<file path="config.mk">
export PLATFORM = sky130hd
export DESIGN_NAME = reset_sequencer
export DESIGN_NICKNAME = d
export VERILOG_FILES = /design/src/rtl/reset_sequencer.sv
export SDC_FILE = /design/constraint.sdc
export NUM_CORES = 1
export LEC_CHECK = 0
export ABC_CLOCK_PERIOD_IN_PS = 3700
export CORE_MARGIN = 5
export CORE_UTILIZATION = 61
export CTS_BUF_LIST = sky130_fd_sc_hd__clkbuf_4 sky130_fd_sc_hd__clkbuf_8 sky130_fd_sc_hd__clkbuf_16
export DETAILED_ROUTE_END_ITERATION = 10
export GPL_ROUTABILITY_DRIVEN = 1
export PLACE_DENSITY = 0.91
export SLEW_MARGIN = 15
export SYNTH_ARGS = -nofsm -noshare
export SYNTH_HDL_FRONTEND = slang
export SYNTH_SLANG_ARGS = --single-unit
</file>
<file path="constraint.sdc">
create_clock -name clk_In -period 3.7 [get_ports clk_In]
set_clock_uncertainty 0.1 [all_clocks]
set_input_delay 1.11 -clock clk_In [delete_from_list [all_inputs] [get_ports clk_In]]
set_output_delay 1.11 -clock clk_In [all_outputs]
set_load 0.03 [all_outputs]
</file>
<file path="src/rtl/reset_sequencer.sv">
// reset_sequencer: qualifies PLL lock, then releases NUM_CH
// active-low resets one at a time after a hold period.
module reset_sequencer #(
  parameter int NUM_CH         = 4,
  parameter int HOLD_CYCLES    = 100,
  parameter int STAGGER_CYCLES = 16,
  parameter int LOCK_FILTER    = 8,
  parameter bit RELOCK_EN      = 1'b1,
  parameter int CNT_W          = 16
) (
  input  logic              clk_In,
  input  logic              rst_In,
  input  logic              clk_lock,
  input  logic              sw_rst_req,
  output logic [NUM_CH-1:0] rst_n_out,
  output logic              ready_out,
  output logic              lock_lost_out,
  output logic [7:0]        lock_lost_cnt
);

  typedef enum logic [1:0] {
    WAIT_LOCK,
    HOLD,
    RELEASE,
    RUN
  } state_t;

  localparam int IDX_W = (NUM_CH > 1) ? $clog2(NUM_CH) : 1;

  localparam logic [CNT_W-1:0] FILT_END =
    CNT_W'(LOCK_FILTER - 1);
  localparam logic [CNT_W-1:0] HOLD_END =
    CNT_W'(HOLD_CYCLES - 1);
  localparam logic [CNT_W-1:0] STAG_END =
    CNT_W'(STAGGER_CYCLES - 1);
  // index of the channel whose successor is the last one
  localparam logic [IDX_W-1:0] IDX_PENULT =
    IDX_W'((NUM_CH > 1) ? NUM_CH - 2 : 0);

  logic              r_s1;
  logic              r_s2;
  state_t            r_state;
  state_t            w_state;
  logic [CNT_W-1:0]  r_cnt;
  logic [CNT_W-1:0]  w_cnt;
  logic [IDX_W-1:0]  r_idx;
  logic [IDX_W-1:0]  w_idx;
  logic [NUM_CH-1:0] r_rst_n;
  logic [NUM_CH-1:0] w_rst_n;
  logic [NUM_CH-1:0] w_mask;
  logic              r_ready;
  logic              w_ready;
  logic              r_lost;
  logic              w_lost;
  logic [7:0]        r_lost_cnt;
  logic [7:0]        w_lost_cnt;
  logic              w_active;
  logic              w_loss;

  // two-flop synchroniser for the asynchronous lock input
  always_ff @(posedge clk_In) begin
    if (rst_In) begin
      r_s1 <= 1'b0;
      r_s2 <= 1'b0;
    end else begin
      r_s1 <= clk_lock;
      r_s2 <= r_s1;
    end
  end

  // sequencer state and registered outputs
  always_ff @(posedge clk_In) begin
    if (rst_In) begin
      r_state    <= WAIT_LOCK;
      r_cnt      <= '0;
      r_idx      <= '0;
      r_rst_n    <= '0;
      r_ready    <= 1'b0;
      r_lost     <= 1'b0;
      r_lost_cnt <= '0;
    end else begin
      r_state    <= w_state;
      r_cnt      <= w_cnt;
      r_idx      <= w_idx;
      r_rst_n    <= w_rst_n;
      r_ready    <= w_ready;
      r_lost     <= w_lost;
      r_lost_cnt <= w_lost_cnt;
    end
  end

  // one-hot mask of the channel released next
  always_comb begin
    w_mask = '0;
    for (int k = 0; k < NUM_CH; k++) begin
      if (k == int'(r_idx) + 1) begin
        w_mask[k] = 1'b1;
      end
    end
  end

  // next state: lock loss beats software request
  always_comb begin
    w_state    = r_state;
    w_cnt      = r_cnt;
    w_idx      = r_idx;
    w_rst_n    = r_rst_n;
    w_ready    = r_ready;
    w_lost     = r_lost;
    w_lost_cnt = r_lost_cnt;
    w_active   = (r_state != WAIT_LOCK);
    w_loss     = w_active && RELOCK_EN && !r_s2;
    if (w_loss) begin
      w_state = WAIT_LOCK;
      w_cnt   = '0;
      w_idx   = '0;
      w_rst_n = '0;
      w_ready = 1'b0;
      w_lost  = 1'b1;
      if (r_lost_cnt != 8'hFF) begin
        w_lost_cnt = r_lost_cnt + 8'd1;
      end
    end else if (w_active && sw_rst_req) begin
      w_state = HOLD;
      w_cnt   = '0;
      w_idx   = '0;
      w_rst_n = '0;
      w_ready = 1'b0;
    end else begin
      unique case (r_state)
        WAIT_LOCK: begin
          if (!r_s2) begin
            w_cnt = '0;
          end else if (r_cnt == FILT_END) begin
            w_state = HOLD;
            w_cnt   = '0;
          end else begin
            w_cnt = r_cnt + CNT_W'(1);
          end
        end
        HOLD: begin
          if (r_cnt == HOLD_END) begin
            w_cnt      = '0;
            w_idx      = '0;
            w_rst_n[0] = 1'b1;
            if (NUM_CH == 1) begin
              w_state = RUN;
              w_ready = 1'b1;
            end else begin
              w_state = RELEASE;
            end
          end else begin
            w_cnt = r_cnt + CNT_W'(1);
          end
        end
        RELEASE: begin
          if (r_cnt == STAG_END) begin
            w_cnt   = '0;
            w_idx   = r_idx + IDX_W'(1);
            w_rst_n = r_rst_n | w_mask;
            if (r_idx == IDX_PENULT) begin
              w_state = RUN;
              w_ready = 1'b1;
            end
          end else begin
            w_cnt = r_cnt + CNT_W'(1);
          end
        end
        RUN: begin
          w_rst_n = '1;
          w_ready = 1'b1;
        end
      endcase
    end
  end

  assign rst_n_out     = r_rst_n;
  assign ready_out     = r_ready;
  assign lock_lost_out = r_lost;
  assign lock_lost_cnt = r_lost_cnt;

endmodule

</file>
Yosys cells after proc, flatten, opt, wreduce, memory -nomap -nowiden
Cells that the tools add are included.
W data, S select, Z words.
- $add $sub $neg: 4
- eq/ne operators: 21
- mux-type cells: 26
- bitwise gates (word level): 1
- reduce and logical (&&, ||, !) cells: 20
- operator list (cell ; number):
    $mux W16 ; 4
    $pmux W16 S3 ; 1
    $eq A2 B32 Y1 const A ; 1
    $eq A3 B32 Y1 const A ; 1
    $logic_not A32 Y1 ; 1
    $add A16 B1 Y16 const B ; 1
    $eq A16 B3 Y1 const B ; 1
    $eq A16 B4 Y1 const B ; 1
    $eq A16 B7 Y1 const B ; 1
    $ne A3 B3 Y1 const B ; 5
    $mux W2 ; 7
    $reduce_and A6 Y1 ; 2
    $ne A2 B2 Y1 const B ; 5
    $reduce_and A3 Y1 ; 3
    $add A8 B1 Y8 const B ; 1
    $mux W1 ; 8
    $ne A8 B8 Y1 const B ; 1
    $eq A2 B2 Y1 const B ; 3
    $pmux W2 S3 ; 1
    $pmux W3 S2 ; 1
    $reduce_bool A2 Y1 ; 3
    $reduce_bool A3 Y1 ; 2
    $mux W4 ; 1
    $or A4 B4 Y4 ; 1
    other kinds (14) ; 16
- bits in registers: 36
- input bits: 4
- output and inout port bits: 14
- logic and storage cells: 83

Logic depth before layout (Yosys ltp)
- depth after elaboration: 6
- mapped depth: 8
- depth with buffers taken out: 7

Worst setup path before layout
OpenSTA, ideal clock, no wires.
- path kind: register to register
- from: register r_idx[0]
- to: register r_state[0]
- setup time: 0.133 ns
- arrival time: 1.998 ns
- required time: 3.467 ns
- setup slack: 1.470 ns
- cell stages (with the launch flop): 8
- path buffers: 0
- period minus slack after synthesis: 2.230 ns
- path through: dfxtp_1 inv_1 ha_1 or4bb_2 or4_4 a21boi_4 o2111a_1 nor4_2
- longest elaborated chain between the ends: 3
- ends and longest elaborated chain (element ; line ; source):
    from (decl) ; 46 ; logic [IDX_W-1:0] r_idx;
    from (signal assigned) ; 84 ; r_idx <= w_idx;
    $eq A2 B2 Y1 ; 161 ; if (r_idx == IDX_PENULT) begin
    $ne A3 B3 Y1 (no line) ; - ;
    $reduce_and A6 Y1 (no line) ; - ;
    to (signal assigned) ; 82 ; r_state <= w_state;
    to (decl) ; 42 ; state_t r_state;
No other way between the ends.
A chain may end at the register's enable or synchronous reset.

Worst setup path after layout
- from: register r_lost_cnt[2] (netlist: lock_lost_cnt[2])
- to: output lock_lost_cnt[2]
- RTL lines (element ; line ; source):
    from (decl) ; 55 ; logic [7:0] r_lost_cnt;
    from (signal assigned) ; 88 ; r_lost_cnt <= w_lost_cnt;
    to (decl) ; 18 ; output logic [7:0] lock_lost_cnt
No word-level cell between the ends.

==> results.toml <==
[run_status]
run_status = "completed"

[min_path]
min-delay-path-class = "reg -> reg"
min-delay-start = "r_s1"

[logic_synthesis]
post_synth_num_cell_types = 50
synthesis.area_per_instance_um2 = 9.22
yosysSeqAreaShare = 0.365
syn_area_um2 = 1970
synth.net_count = 230
synth_register_bits = 36
yosys_warnings = 0
post_synth_inst_count = 214

[final_layout]
multi_input_comb_area_um2 = 1170
drive_above_1_share = 0.147
n_antenna_cell = 0
final_util = 0.720
num-nets-final = 247
final_cell_area_um2 = 2220
layout_common_cells = "sky130_fd_sc_hd__dfxtp_1 (36), sky130_fd_sc_hd__nor2_1 (28), sky130_fd_sc_hd__clkdlybuf4s50_1 (17)"
final_common_cell = "sky130_fd_sc_hd__dfxtp_1"
relative_area_change_from_synthesis_to_final_layout_pct = 12.3
fill_cells = 225
layout.area.seq_um2 = 721

[sta]
post-route-period-util = 0.738
final_critical_path_setup_slack_ns = 0.968
unrepaired_setup_endpoints_after_global_routing = "no"
layout_min_cycle_time_ns = 2.73
finalHoldViolCount = 0
drv_slew = 0
totalNegativeSetupSlack_ns = 0
timing.fmax_ghz = 0.366
final-setup-viol-count = 0
worstMarginPinSlew_ns = 0.557
worst_slew_margin_rel = 0.627

[detailed_routing]
ant_nets = 0
detail_route.drc_violations = 0
routed_wirelength_um = 3770
via_per_inst = 5.51
total_via_count_in_the_routed_design = 1520
drt_first_iter_violations = 118
routedWlPerCell_um = 13.7
detail_route.first_pass.iterations = 4

[pwr]
p_int_uw = 502
power.density_cell_area_nw_per_um2 = 290
worst_ir_drop_vdd_mv = 0.273
clockPowerShare = 0.371
leakage_power_of_the_design_nw = 0.807
power.share.sequential = 0.607
sum_of_internal_switching_and_leakage_power_uw = 642
net_switching_component_of_the_power_uw = 139
p_comb_frac = 0.021
power.share.switching = 0.217

[clocking]
cts_inserted_buffers = 5
htree_num_levels = 2
postCtsResizedCells = 0
cts_root_buffer = "sky130_fd_sc_hd__clkbuf_4"
tritoncts_clock_tree = "done"
sinks_on_clock_net = 36
postCtsHoldBufs = 0
worst_setup_hold_path_clk_slew_ns = 0.11
clock_path_buffers = 2
buffers_inserted_during_post_cts_setup_optimization = 0
clkLatencyLatePin_ns = 0.36

[die]
floorplan.die.height_um = 66.9
starting_utilization_of_the_core_area = 0.641
placeable_core_region_um2 = 3080
die_x_um = 66.9
pin_count = 18
die_area_um2 = 4470
rows = 20

[global_routing]
grt_antenna_before_repair = 0
grt_pass1_vias = 1560
grt_overflow = 0
global_route_wire_length_before_repair_um = 6820
gr_util_all_layers = 0.202
grt_start_max_net_pins = 16

[place]
routabilityCongestion = 0.778
placed_area_um2 = 2150
hpwl_um = 2660
pre_cts_slack_ns = 0.733
port-buffer-count = 17

[worst_setup_path]
critPathTopFamily = "buffers and inverters"
worst_setup_sp_type = "register"
critical-path-max-stage-delay_ns = 0.72
worstSetupStartpoint = "lock_lost_cnt[2]"
critPathCaptureType = "output port"
worstReg2RegStart = "r_cnt[0]"
path_cells = "clkdlybuf4s50_1"
cpMaxStageDelayCell = "sky130_fd_sc_hd__clkdlybuf4s50_1"
crit_path_max_fanout = 6
worst-setup-path-type = "reg -> out"
timing.critical_path.required_ns = 2.49
cp.buffers_inverters = 1
critPathArrivalTime_ns = 1.52

[job]
max_cap_violations = 0
==> synthesized netlist by cell type (all sizes together) <==
library cell,n,area share
inv,9,0.017
and4,1,0.0044
or3,1,0.0038
nor2,38,0.085
o211ai,1,0.0038
o2111a,1,0.0057
nand4bb,1,0.0057
o41ai,2,0.018
or2,1,0.0032
or3b,1,0.0044
nand3b,2,0.0076
nor2b,3,0.0095
xnor2,9,0.040
a31o,1,0.0044
o21a,2,0.0076
buf,4,0.019
mux2i,3,0.015
nand3,5,0.013
or4,4,0.021
and2,1,0.0032
o22ai,2,0.0095
o21ai,6,0.021
dfxtp,36,0.37
ha,12,0.076
nand4,8,0.025
nor3,2,0.0051
o21bai,1,0.0057
and3,5,0.016
xor2,11,0.049
clkbuf,3,0.0057
or4b,1,0.0070
a21oi,8,0.020
nand2,15,0.029
and4b,2,0.010
or4bb,1,0.0063
nor4b,1,0.0044
a21boi,1,0.0095
a221oi,1,0.0076
a21o,3,0.011
nand4b,1,0.0044
nor4,3,0.016
o2111ai,1,0.0044
==> metal layers <==
metal / track usage / part of all wire / vias up
met1: 0.235 / 0.45 / 696
met5: 0 / 0 / -
met3: 0.0641 / 0.042 / 6
li1: - / - / 780
met4: 0.109 / 0.016 / 0
met2: 0.328 / 0.49 / 38
==> sequential cells by signal (all words and copies together) (netlist names) <==
| name | count |
|---|---|
| r_idx | 2 |
| rst_n_out | 4 |
| r_cnt | 16 |
| r_s2 | 1 |
| lock_lost_cnt | 8 |
| ready_out | 1 |
| r_state | 2 |
| r_s1 | 1 |
| lock_lost_out | 1 |
==> layout make-up <==
type,instances,share of cell area
multi-input cells,162,0.528
flip-flops and latches,36,0.325
repair buffers,17,0.0768
clock buffers,8,0.0299
well taps,44,0.0248
inverters,9,0.0152
==> stage by stage <==
step,hold WS [ns],std cells
after floorplan,0.314,214
after global placement,0.321,268
after detailed placement,0.324,268
after CTS,0.337,276
after global routing,0.354,276
final,0.338,276
==> path summary, 6_finish.rpt <==
| check | endpoint | slack [ns] | cells past startpoint |
|---|---|---|---|
| worst min register to register | r_s2 | 0.34 | 1 |
| worst max-delay path | lock_lost_cnt[2] | 0.97 | 1 |
| worst max register to register | r_cnt[0] | 1.10 | 6 |
| worst min-delay path | r_s2 | 0.34 | 1 |
==> cell families after synthesis <==
| kind of cell | count (synthesis) | synth area share |
|---|---|---|
| mux | 3 | 0.0152 |
| buf+inv | 16 | 0.0418 |
| simple gates | 97 | 0.283 |
| fa+ha+maj | 12 | 0.0761 |
| xor+xnor | 20 | 0.0888 |
| flops | 36 | 0.365 |
| compound gates | 30 | 0.129 |
==> power by group through the flow <==
stage                     Combinational, mW  Sequential, mW  Clock [mW]
after floorplan                     0.00917           0.398           0
after global placement               0.0136           0.398           0
after detailed placement             0.0137           0.398           0
after CTS                            0.0138           0.390       0.243
after global routing                 0.0150           0.390       0.261
final                                0.0138           0.390       0.238
Note: power is estimated with default switching activity, not from simulation.
